<file path="config.mk">
export PLATFORM = sky130hd
export DESIGN_NAME = pipe_ctrl
export DESIGN_NICKNAME = d
export VERILOG_FILES = /design/src/rtl/pipe_ctrl.sv
export SDC_FILE = /design/constraint.sdc
export NUM_CORES = 1
export LEC_CHECK = 0
export ABC_CLOCK_PERIOD_IN_PS = 2800
export BUFFER_PORTS_ARGS = -buffer_cell sky130_fd_sc_hd__clkbuf_2
export CAP_MARGIN = 15
export CORE_MARGIN = 4
export CORE_UTILIZATION = 49
export CTS_CLUSTER_DIAMETER = 60
export DETAILED_ROUTE_END_ITERATION = 8
export PLACE_DENSITY = 0.79
export SLEW_MARGIN = 20
export SYNTH_ARGS = -nofsm -noshare
export SYNTH_HDL_FRONTEND = slang
export SYNTH_SLANG_ARGS = --single-unit
</file>
<file path="constraint.sdc">
create_clock -name clk -period 2.8 [get_ports clk]
set_clock_uncertainty 0.2 [all_clocks]
set_input_delay 0.56 -clock clk [delete_from_list [all_inputs] [get_ports clk]]
set_output_delay 0.56 -clock clk [all_outputs]
set_load 0.01 [all_outputs]
</file>
<file path="src/rtl/pipe_ctrl.sv">
// Pipeline hazard controller: data-memory handshake FSM, load-use interlock,
// branch flush and saturating stall counter.
module pipe_ctrl #(
    parameter int TIMEOUT = 16,
    parameter int CNT_W   = 16
) (
    input  logic             clk,
    input  logic             rst,
    input  logic [4:0]       id_rs,
    input  logic [4:0]       id_rt,
    input  logic             ex_MemRead,
    input  logic [4:0]       ex_regdst,
    input  logic             ex_branch_taken,
    input  logic             mem_MemRead,
    input  logic             mem_MemWrite,
    input  logic             dmem_ack,
    output logic [4:0]       stall,
    output logic             flush_if_id,
    output logic             flush_id_ex,
    output logic             wb_bubble,
    output logic             dmem_req,
    output logic             dmem_err,
    output logic [CNT_W-1:0] stall_cnt
);
    localparam int WC_W = (TIMEOUT > 1) ? $clog2(TIMEOUT) : 1;
    localparam logic [WC_W-1:0] WC_LAST = WC_W'(TIMEOUT - 1);

    typedef enum logic [1:0] {IDLE, WAIT, DONE, ERR} state_t;

    state_t          state;
    logic [WC_W-1:0] wait_cnt;
    logic            mem_acc;
    logic            mem_stall;
    logic            load_use;

    assign mem_acc   = mem_MemRead | mem_MemWrite;
    assign mem_stall = ((state == IDLE) && mem_acc) || (state == WAIT) || (state == ERR);
    assign load_use  = ex_MemRead && (ex_regdst != 5'd0) &&
                       ((ex_regdst == id_rs) || (ex_regdst == id_rt));

    // Priority: memory stall, then branch flush, then load-use interlock.
    always_comb begin
        stall       = 5'b00000;
        flush_if_id = 1'b0;
        flush_id_ex = 1'b0;
        wb_bubble   = 1'b0;
        if (rst) begin
            if (mem_stall) begin
                stall     = 5'b01111;
                wb_bubble = 1'b1;
            end else if (ex_branch_taken) begin
                flush_if_id = 1'b1;
                flush_id_ex = 1'b1;
            end else if (load_use) begin
                stall       = 5'b00011;
                flush_id_ex = 1'b1;
            end
        end
    end

    always_ff @(posedge clk or negedge rst) begin
        if (!rst) begin
            state    <= IDLE;
            wait_cnt <= '0;
            dmem_req <= 1'b0;
            dmem_err <= 1'b0;
        end else begin
            case (state)
                IDLE: if (mem_acc) begin
                    state    <= WAIT;
                    wait_cnt <= '0;
                    dmem_req <= 1'b1;
                end
                WAIT: begin
                    if (dmem_ack) begin
                        state    <= DONE;
                        dmem_req <= 1'b0;
                    end else if (wait_cnt == WC_LAST) begin
                        state    <= ERR;
                        dmem_req <= 1'b0;
                        dmem_err <= 1'b1;
                    end else begin
                        wait_cnt <= wait_cnt + 1'b1;
                    end
                end
                // DONE always returns to IDLE so the finished access cannot re-trigger.
                DONE:    state <= IDLE;
                ERR:     state <= ERR;
                default: state <= IDLE;
            endcase
        end
    end

    always_ff @(posedge clk or negedge rst) begin
        if (!rst)
            stall_cnt <= '0;
        else if ((|stall) && (stall_cnt != {CNT_W{1'b1}}))
            stall_cnt <= stall_cnt + 1'b1;
    end
endmodule

</file>
==> results.txt, run 1 <==
- Status: completed
- Placed Instances: 201
- Synthesis handed over a netlist of 128 instances.
* Max IR drop VDD: 0.651 mV
- For the pin with the worst max-slew slack, the measured transition is 0.619 ns.
- XOR/XNOR Fraction of Synth Area: between 10% and 20%
- Sink Count: 24
- Sequential elements use approximately 45% of the synthesized area.
* Clock network fraction of total power: between 10% and 20%
- Simple-Gate Fraction of Synth Area: 21.2%
- Max-cap violations in this run came to 0.
- Overflow after GRT: 0
- The die covers 3620 µm².
- Post-place instance area: approximately 1600 µm²
- Crit path DAT: 1.78 ns
* Router iterations before antenna repair: 4
- The worst setup path is of the primary input to primary output kind.
* Multi-input combinational cell area: 681 µm²
* Most used cells in the layout excluding fill and tap cells: sky130_fd_sc_hd__clkbuf_2 (46), sky130_fd_sc_hd__dfrtp_1 (24), sky130_fd_sc_hd__xor2_1 (13), sky130_fd_sc_hd__xnor2_1 (13), sky130_fd_sc_hd__nor2_1 (11)
- The number of antenna violations at the first check in global routing is 0.
* Cell area after technology mapping: ~1300 µm²
- The internal portion of the total power is 696 µW.
- Entering global routing, the biggest net connects 21 pins.
- Net switching is between 30% and 40% of the power.
* Count of pins on the block boundary: 48
- Classification of the worst-slack hold path: primary input to asynchronous set/reset pin
- PwrDens: 684 nW/µm²
- After synthesis, the share of cell area in mux cells is 2.53%.
* Worst setup startpoint: ex_regdst[1]
* CP max stage cell: sky130_fd_sc_hd__or4_4
- The wire-length estimate of the detail-placed layout is 2290 µm.
- 0 antenna diodes ended up in the layout.
* Initial core utilization: 52.4%
- Pins Over Slew Limit: 0
* Number of hold violations in the final report: 0
- Register share of total power: 48.3%
- Setup violations remaining at the end of the flow were counted as 0.
- Net Switching: 414 µW
* Avg Vias per Cell: 5.42
- The total area inside the core boundary comes to ~2500 µm².
* Number of rows in the core area: 18
- From synthesis to final layout, the design area changed by 21.6%.
* Area of all placed cells without fillers: 1620 µm²
- Averaged over all synthesized cells, the footprint is 10.4 µm².
- Sum of routed wire length over all layers: roughly 2900 µm
* Setup repair after global routing missed its margin: no
- Input/output buffers: 46
* Sequential standard cell area: 601 µm²
- Dividing the detail-routed wire length by the instance count gives about 14 µm.
- CTS tree: built
* Beginning of the worst register-to-register path: stall_cnt[0]
- The routed layout has between 1000 and 1500 vias.
* Filler cell count: approximately 230
* Post-Synthesis Net Count: 152
- Total clock buffers created by CTS: 3
* Final std cells w/o fill: 206
- Clock latency on the worst-skew pair, taken at its later pin, is 0.31 ns.
* Fraction of the mapped netlist area in compound gates: 8.07%
- Most common cell type on the critical path: sky130_fd_sc_hd__clkbuf_2
* Combinational fraction of design power: 35.5%
- Worst path cell trace: clkbuf_2 -> or4_4 -> o2111ai_2 -> o21ai_0 -> clkbuf_2
- Standby leakage power: 0.000815 µW
- Share of the clock period used by the worst path: 90.8%
- Most common cell after layout, fill and taps aside: sky130_fd_sc_hd__clkbuf_2
- Critical-path maximum fanout: 3
- Clock-pin slew was measured on the worst setup and hold paths at 0.13 ns.
- By area, the combinational part of the netlist is dominated by simple AND/OR/NAND/NOR gates.
* Vias in the first global route: 1061
- STA classifies the critical path startpoint as a primary input.
- At the worst endpoint, the required time is around 2.0 ns.
* Shortest clock period the worst path allows after layout: 2.54 ns
- DRC violations left: 0
- Highest clock rate: 0.394 GHz
* Clock Tree Buf Depth: 2
- STA classifies the critical path endpoint as a primary output.
- RD Place Congestion: 0.822
* Flop and latch count out of synthesis: 24
* Chip height: 60.2 µm
- Initial DRC Count: 27
- In this run the horizontal extent of the chip is 60.2 µm.
- Summing the areas of all fa, ha and maj instances in the mapped netlist gives 1.88% of the synthesized area.
- Relative slew slack: 58.4%
* Post-layout net count: roughly 200
- Counting distinct cell types in the post-synthesis netlist gives 30.
* Root buffer cell: sky130_fd_sc_hd__clkbuf_4
* Htree depth: 1
- Setup TNS after final layout: 0 ns
- The detail route stage leaves a number of antenna-violating nets equal to 0.
- For this run, the slowest stage of the critical path takes 0.55 ns.
* Yosys warning total: 0
- Overall Global Routing Usage: 16.7%
- Ratio of cells with drive above 1 in the final layout: 34.7%
- The first global-routing pass estimated 4550 µm of wire.
worst max-delay path, delay by kind of cell:
kind            cells  cell delay [ns]
simple gates        1             0.55
compound gates      2             0.38
buf+inv             2             0.28
power groups by stage:
stage	logic, µW	registers, µW	clock network [µW]
after floorplan	246	544	0
after global placement	378	531	0
after detailed placement	397	541	0
after CTS	400	536	183
after global routing	440	550	197
final	394	535	180
routing by layer:
layer | wire length [µm] | track usage, % | up-vias
li1 | - | - | 542
met1 | 1170 | 19.5 | 539
met2 | 1500 | 30.6 | 34
met3 | 199 | 1.94 | 2
met4 | 19 | 6.65 | 0
met5 | 0 | 0 | -
final timing paths:
| kind | to | slack [ns] | cells after the start |
|---|---|---|---|
| max reg2reg | stall_cnt[1] | 0.52 | 6 |
| min | stall_cnt[7] | 0.11 | 2 |
| max | stall[0] | 0.26 | 5 |
| max in group asynchronous | state[0] | 1.72 | 2 |
| min reg2reg | dmem_err | 0.27 | 1 |
| min in group clk | dmem_err | 0.27 | 1 |
timing repair:
action                    in CTS  in global routing
hold endpoints to repair       4                  0
gates resized for setup        0                  0
buffers inserted               0                  0
hold buffers                   1                  0
layout make-up:
cell class / count / area share (%)
Sequential cell: 24 / 37.0
Clock buffer: 4 / 2.24
Timing Repair Buffer: 49 / 15.7
Multi-Input combinational cell: 96 / 42.0
Inverter: 3 / 0.694
Tap cell: 30 / 2.31
metrics by stage:
step	utilization, %	power, µW	hold slack, ns	setup WS [ns]
2_1_floorplan	-	789	0.0644	0.327
3_3_place_gp	61.9	909	0.221	0.292
3_5_place_dp	61.9	938	0.222	0.252
4_1_cts	63.7	1120	0.114	0.255
5_1_grt	63.7	1190	0.126	0.0837
6_report	63.7	1110	0.108	0.259
synth_stat cells (all sizes together):
| master | instances | share of area, % |
|---|---|---|
| dfrtp | 24 | 45 |
| xnor2 | 13 | 8.5 |
| xor2 | 13 | 8.5 |
| nor2 | 11 | 3.1 |
| nand4 | 9 | 4.2 |
| and3 | 8 | 3.8 |
| nand3 | 8 | 3.0 |
| nand2 | 6 | 1.7 |
| buf | 5 | 3.1 |
| o21ai | 5 | 1.9 |
| nor3 | 4 | 1.5 |
| inv | 3 | 0.84 |
| mux2 | 3 | 2.5 |
| ha | 2 | 1.9 |
| a21o | 1 | 0.56 |
| a22o | 1 | 0.66 |
| a22oi | 1 | 0.56 |
| a31o | 1 | 1.3 |
| a31oi | 1 | 0.47 |
| and2 | 1 | 0.47 |
| and4 | 1 | 0.66 |
| conb | 1 | 0.28 |
| nand2b | 1 | 0.47 |
| nor2b | 1 | 0.47 |
| nor4 | 1 | 0.94 |
| o2111ai | 1 | 1.1 |
| o22ai | 1 | 1.5 |
| or4 | 1 | 0.84 |
flip-flops by register name, indices dropped and copies added (netlist names):
| name | count |
|---|---|
| stall_cnt | 16 |
| wait_cnt | 4 |
| dmem_req | 1 |
| dmem_err | 1 |
| state | 2 |
logic make-up (layout without fill, tap and decap cells):
family	Yosys count	in the layout
flip-flops	24	24
AND/OR/NAND/NOR	52	52
XOR/XNOR	26	26
adder cells (fa/ha/maj)	2	2
AO/OA/AOI/OAI	12	12
buffers and inverters	8	56
multiplexers	3	3
other	1	1
Note: power is estimated with default switching activity, not from simulation.
==> inputs of run 2 (changes only) <==
ABC_AREA = 1   (was not set)
CORE_UTILIZATION = 51   (was 49)
==> run 2 against run 1 <==
  * Global-route usage grew 1.5 points
  * Clock power up 39%
  * Via count is 38% higher
  * Critical path type unchanged
  * Critical endpoint unchanged
  * Largest cell class unchanged
==> results.txt, run 2 <==
* Status: completed
- The total area inside the core boundary comes to 3030 µm².
* CP max stage cell: sky130_fd_sc_hd__dlygate4sd3_1
* Clock Tree Buf Depth: 2
- Delay of the slowest critical-path stage: 0.53 ns
* Number of rows in the core area: 20
- Buffers placed on the I/O ports in this run total between 40 and 50.
- DP HPWL: about 2700 µm
- The tool flagged a number of max-cap violations equal to 0.
- Largest net degree at the start of global routing: 19
- The worst setup path is launched from a primary input.
- Number of hold violations in the final report: 0
* Overflow after GRT: 0
* Leading area contributor after synthesis: sky130_fd_sc_hd__dfrtp_1
- Share of synthesized registers carrying an async set or reset: between 90% and 100%
* Router iterations before antenna repair: 4
* Sink Count: 24
- In this run, synthesis inferred 0 flip-flops with an integrated enable.
- The critical path starts at rst.
* Setup violation total in the final timing report: 0
- Global routing used 18.1% of the available tracks across all layers.
- Sorting the synthesized cells by area gives the leading types as sky130_fd_sc_hd__dfrtp_1 (38%), sky130_fd_sc_hd__nand2_1 (18%), sky130_fd_sc_hd__nand3_1 (7.9%).
- Initial antenna violation count: 0
- The worst register-to-register path ends at stall_cnt[13].
* Count of pins on the block boundary: 48
- Dominant cell by count in the synthesized netlist: sky130_fd_sc_hd__nand2_1
- Die Span X: ~64 µm
* Critical Path RT: between 2 and 2.5 ns
- The setup check on the worst reg-to-reg path leaves a slack of 0.63 ns.
- In this run the static leakage power is ~0.0011 µW.
- In this run the vertical extent of the chip is 63.9 µm.
- The via count of the first global-routing pass is 1464.
- In the final timing run, aggregate negative setup slack is 0 ns.
- The routed layout has 1543 vias.
* Shortest clock period the worst path allows after layout: 2.62 ns
- The count of nets left with antenna violations once routing finished came out at 0.
* DRC violations left: 0
- The repair_antennas step left the layout with diodes totalling 0.
- Total clock buffers created by CTS: 3
- In this run the number of cells on the critical path is 7.
- The worst setup path is captured at a primary output.
* Buf/Inv on CP: 4
- Hold slack: ~0.24 ns
* CTS tree: built
* First-pass GRT wire length: 6090 µm
- In this run the worst hold path is classified as primary input to register.
* Pins Over Slew Limit: 0
- Max IR drop VDD: 0.233 mV
* Number of flip-flops in the largest register: 16
- The number of different library cells used by synthesis comes to 26.
- In the layout the commonest cells are sky130_fd_sc_hd__nand2_1 (77), sky130_fd_sc_hd__clkbuf_2 (46), sky130_fd_sc_hd__inv_1 (28).
* Source-to-sink clock delay at the later pin of the worst-skew pair: 0.32 ns
- Reg with most FFs: stall_cnt
- Htree depth: 1
* Synthesized instance count: 229
- After the last flow step, the layout net total stands at 300.
* Area of the die: 4080 µm²
* Yosys warning total: 0
- Setup repair after global routing left no endpoint under its margin.
- On the critical path the largest part of the delay comes from buffers and inverters.
- The startpoint identified for the worst register-to-register timing path is stall_cnt[0].
- The count of cells in the finished layout, fillers not included, comes to 319.
* Crit path DAT: 1.86 ns
- Sorting the synthesized cells by how often they occur yields sky130_fd_sc_hd__nand2_1 (77), sky130_fd_sc_hd__inv_1 (28), sky130_fd_sc_hd__nand3_1 (25), sky130_fd_sc_hd__dfrtp_1 (24), sky130_fd_sc_hd__nor2_1 (22).
- Average cell area after synthesis: a little under 7 µm²
* PwrDens: 623 nW/µm²
- Routed length per placed instance: 10.4 µm
- Cell area after technology mapping: 1590 µm²
- Core Util, Final: 62.9%
- The critical path ends at stall[0].
- RD Place Congestion: 0.826
- Based on the critical path, the design can be clocked at up to 0.381 GHz.
* Most common cell type on the critical path: sky130_fd_sc_hd__clkbuf_2
- Portion of synthesized cell area occupied by the leading cell type: 37.7%
- Using the TritonRoute via totals, the vias-per-cell ratio works out to 4.84.
- Post-Synthesis Net Count: 253
* Placed Instances: between 300 and 400
* Synth Flop Type: sky130_fd_sc_hd__dfrtp_1
* Initial DRC Count: between 80 and 90
- Worst path cell trace: dlygate4sd3_1 -> clkbuf_2 -> inv_1 -> nor2_1 -> nand3_1 -> nand2_2 -> clkbuf_2
* Initial core utilization: between 50% and 60%
- After synthesis the netlist holds a flip-flop and latch count of 24.
- The worst register-to-register path has a depth of 9.
- Share of the clock period used by the worst path: approximately 94%
* Filler cell count: 288
- At the placement stage, the worst setup path has a slack of 0.539 ns.
- The cell sitting at the root of the clock tree is a sky130_fd_sc_hd__clkbuf_4.
- The library cell used most frequently in the layout, excluding fill and tap cells, is sky130_fd_sc_hd__nand2_1.
* Relative area change from synthesis to final layout: 19.6%
* Share of the yosys chip area belonging to registers: between 30% and 40%
* Clock slew at reported path FFs: 0.14 ns
* Critical-path maximum fanout: 9
* PnR worst setup slack: about 0.18 ns
- After detailed routing, the total wire length is 3320 µm.
- Class of the most critical setup path: primary input to primary output
- Ratio of cells with drive above 1 in the final layout: 21.5%
- Largest registers ranked by flip-flop count: stall_cnt x16, wait_cnt x4, state x2
==> run 2: cell count changes after synthesis, moves of 11 or more <==
cell	change
sky130_fd_sc_hd__inv_1	+25
sky130_fd_sc_hd__nor2_1	+11
sky130_fd_sc_hd__nand2_1	+71
sky130_fd_sc_hd__nand3_1	+17
==> run 2: area by class of cell <==
cell class / instances / area [µm²] / area share, %
Inverter: 28 / 105 / 5.52
Sequential cell: 24 / 601 / 31.6
Timing Repair Buffer: 49 / 255 / 13.4
Tap cell: 44 / 55.1 / 2.89
Clock buffer: 3 / 22.5 / 1.18
Multi-Input combinational cell: 170 / 835 / 43.9
Clock inverter: 1 / 30.0 / 1.58
==> run 2: worst min path at each step <==
stage / startpoint / endpoint / cells past startpoint
after floorplan: rst / dmem_err / 0
after global placement: rst / wait_cnt[1] / 1
after detailed placement: rst / wait_cnt[1] / 1
after CTS: dmem_ack / state[0] / 2
after global routing: dmem_ack / state[0] / 2
final: dmem_ack / state[0] / 2
==> run 2: cells by family (layout without fill, tap and decap cells) <==
kind of cell             Yosys count  in the layout  share of synthesized area, %
AO/OA/AOI/OAI                     10             10                          3.62
XOR/XNOR                          15             15                          8.25
adder cells (fa/ha/maj)            2              2                          1.57
buffers and inverters             35             81                          9.83
flip-flops                        24             24                          37.7
other                              1              1                         0.236
AND/OR/NAND/NOR                  142            142                          38.8
==> run 2: power by group <==
group          internal [µW]  switching (µW)
clock                    145             105
combinational            168             288
sequential               418            61.7
total                    730             455
==> run 2: layer usage <==
layer  global-route usage (%)  wire (µm)  vias to the layer above
met4                     5.66         50                        0
met1                     22.8       1460                      701
met5                        0          0                        -
li1                         -          -                      804
met2                     31.7       1660                       32
met3                     2.81        155                        6
==> run 2: timing repair <==
item	in CTS	in global routing
hold endpoints to repair	6	0
buffers inserted	0	0
hold buffers	1	0
gates resized for setup	0	0
==> run 2: metrics by stage <==
step                power, µW  instance area [µm²]
floorplan                 811                 1590
global placement          933                 1840
detailed placement        944                 1840
CTS                      1190                 1900
global route             1290                 1900
finish                   1190                 1900
==> inputs of run 3 (changes only) <==
CORE_ASPECT_RATIO = 1.25   (was not set)
==> run 3 against run 2 <==
  * Clock power is 2% higher
  * Sequential share of layout area is 0.34 points higher
  * Core utilization is 0.49 points higher
  * First-iteration DRC count is 54% lower
  * Combinational power hardly changed
  * Sequential power hardly changed
  * Critical path depth stayed put
  * Cell count is 2.8% lower
  * Register-to-register slack hardly changed
  * Design area is 1.1% lower
  * Maximum frequency is 14% higher
  * Critical path type unchanged
==> results.txt, run 3 (same netlist as run 2, synthesis figures left out) <==
- CP max stage cell: sky130_fd_sc_hd__or2_2
- Critical path capture point type: primary output
* Ratio of cells with drive above 1 in the final layout: a little over a fifth
* Post-layout net count: ~300
- Final std cells w/o fill: 310
- Post-place instance area: 1830 µm²
- Using the TritonRoute via totals, the vias-per-cell ratio works out to 4.87.
- Pins Over Slew Limit: 0
* Total clock buffers created by CTS: 3
* First-pass GRT wire length: 5990 µm
- The repair_antennas step left the layout with diodes totalling 0.
* Design Power: 1190 µW
- Max IR drop VDD: roughly 0.37 mV
- The path class of the tightest hold or removal check is primary input to asynchronous set/reset pin.
* Router iterations before antenna repair: 4
- Count of pins on the block boundary: 48
- The tool flagged a number of max-cap violations equal to 0.
* Initial antenna violation count: 0
- Dividing the final minimum period by the clock period gives 82.4%.
- The register with the most flip-flops in the layout has 16 of them.
- Reg with most FFs: stall_cnt
- Power spread over the standard cell area amounts to between 600 and 700 nW/µm².
- The count of nets left with antenna violations once routing finished came out at 0.
- Count of vias placed by the detailed router: 1509
- Standby leakage power: 0.00108 µW
- Most common cell after layout, fill and taps aside: sky130_fd_sc_hd__nand2_1
* Setup TNS after final layout: 0 ns
- Measured along the x axis, the die boundary spans 58.0 µm.
- Setup violations remaining at the end of the flow were counted as 0.
- Source-to-sink clock delay at the later pin of the worst-skew pair: 0.33 ns
- Highest clock rate: between 0.4 and 0.5 GHz
* Delay of the slowest critical-path stage: 0.28 ns
- Data on the critical path is required at its endpoint by between 2 and 2.5 ns.
- RD Place Congestion: 0.867
- For this run, the total global-route usage over all layers was measured as 18.2%.
* Count of hold buffers inserted by post-cts repair: 0
- Setup repair after global routing left no endpoint under its margin.
- Core Util, Final: 63.3%
- In this run the worst path has a maximum fanout of 7.
* Clock slew at reported path FFs: 0.14 ns
* CORE AREA: about 3000 µm²
* Vias in the first global route: 1422
- Initial core utilization: 53.5%
- Class of the most critical setup path: primary input to primary output
- Relative area change from synthesis to final layout: 18.3%
- Clock Tree Buf Depth: 2
* Chip height: between 70 and 80 µm
* Cells resized by post-CTS repair: 0
- Crit path DAT: 1.55 ns
- Area of all placed cells without fillers: 1880 µm²
- The worst setup path is launched from a primary input.
- Routed length per placed instance: 11.0 µm
* Htree depth: 1
- Overflow after GRT: 0
* Worst path cell trace: clkbuf_2 -> or2_2 -> nand3_1 -> nand2_1 -> nand2_1 -> nand2_2 -> clkbuf_2
- Entering global routing, the biggest net connects 25 pins.
- In the final layout, the registers with the most flip-flops are stall_cnt x16, wait_cnt x4, state x2.
* Area of the die: slightly above 4000 µm²
- Sink Count: 24
- Row generation in the floorplan step produced 22 rows.
* Sum of routed wire length over all layers: 3410 µm
- Initial DRC Count: 38
- DRC violations left: 0
* Placed Instances: 306
- The count of final hold-check violations came to 0.
- CTS tree: built
- Input/output buffers: between 40 and 50
- The tree is rooted in a sky130_fd_sc_hd__clkbuf_4.
- Number of buffers inserted by post-CTS setup repair: 0
- In the layout the commonest cells are sky130_fd_sc_hd__nand2_1 (77), sky130_fd_sc_hd__clkbuf_2 (46), sky130_fd_sc_hd__inv_1 (28).
* Status: completed
* DP HPWL: around 2700 µm
* Shortest clock period the worst path allows after layout: 2.31 ns
[run 3: cell type report]
cell class / count / area, µm²
Tap cell: 36 / 45.0
Clock buffer: 3 / 22.5
Multi-Input combinational cell: 170 / 835
Clock inverter: 1 / 30.0
Fill cell: 285 / 1090
Timing Repair Buffer: 48 / 245
Inverter: 28 / 105
Sequential cell: 24 / 601
[run 3: path summary, 6_finish.rpt]
kind	from	to	slack, ns	depth (start not counted)
setup reg to reg	stall_cnt[0]	stall_cnt[14]	0.63	9
max in group asynchronous	rst	stall_cnt[13]	2.13	2
setup / recovery	mem_MemWrite	stall[1]	0.49	7
hold / removal	rst	stall_cnt[15]	0.03	2
hold reg to reg	dmem_err	dmem_err	0.27	1
min in group clk	dmem_ack	state[0]	0.26	2
[run 3: metrics by stage]
step	hold slack [ns]	worst slack (ns)
6_report	0.0266	0.491
5_1_grt	0.0550	0.384
4_1_cts	0.0267	0.498
3_5_place_dp	0.247	0.501
3_3_place_gp	0.240	0.527
2_1_floorplan	0.0644	0.430
[run 3: routing by layer]
| metal | track usage, % | vias to the layer above | wire, µm | share of wire (%) |
|---|---|---|---|---|
| met3 | 2.59 | 7 | 156 | 4.6 |
| li1 | - | 800 | - | - |
| met2 | 30.2 | 33 | 1700 | 50 |
| met5 | 0 | - | 0 | 0 |
| met4 | 7.99 | 0 | 72 | 2.1 |
| met1 | 23.1 | 669 | 1480 | 43 |
[run 3: worst max-delay path: cells and delay by family]
kind / cells / cell delay (ns)
and+or+nand+nor: 5 / 0.76
buffers and inverters: 2 / 0.23
[run 3: power breakdown]
part | switching (µW) | total [µW] | internal (µW)
combinational | 289 | 456 | 167
sequential | 62.0 | 480 | 418
clock | 109 | 254 | 145
total | 461 | 1190 | 729
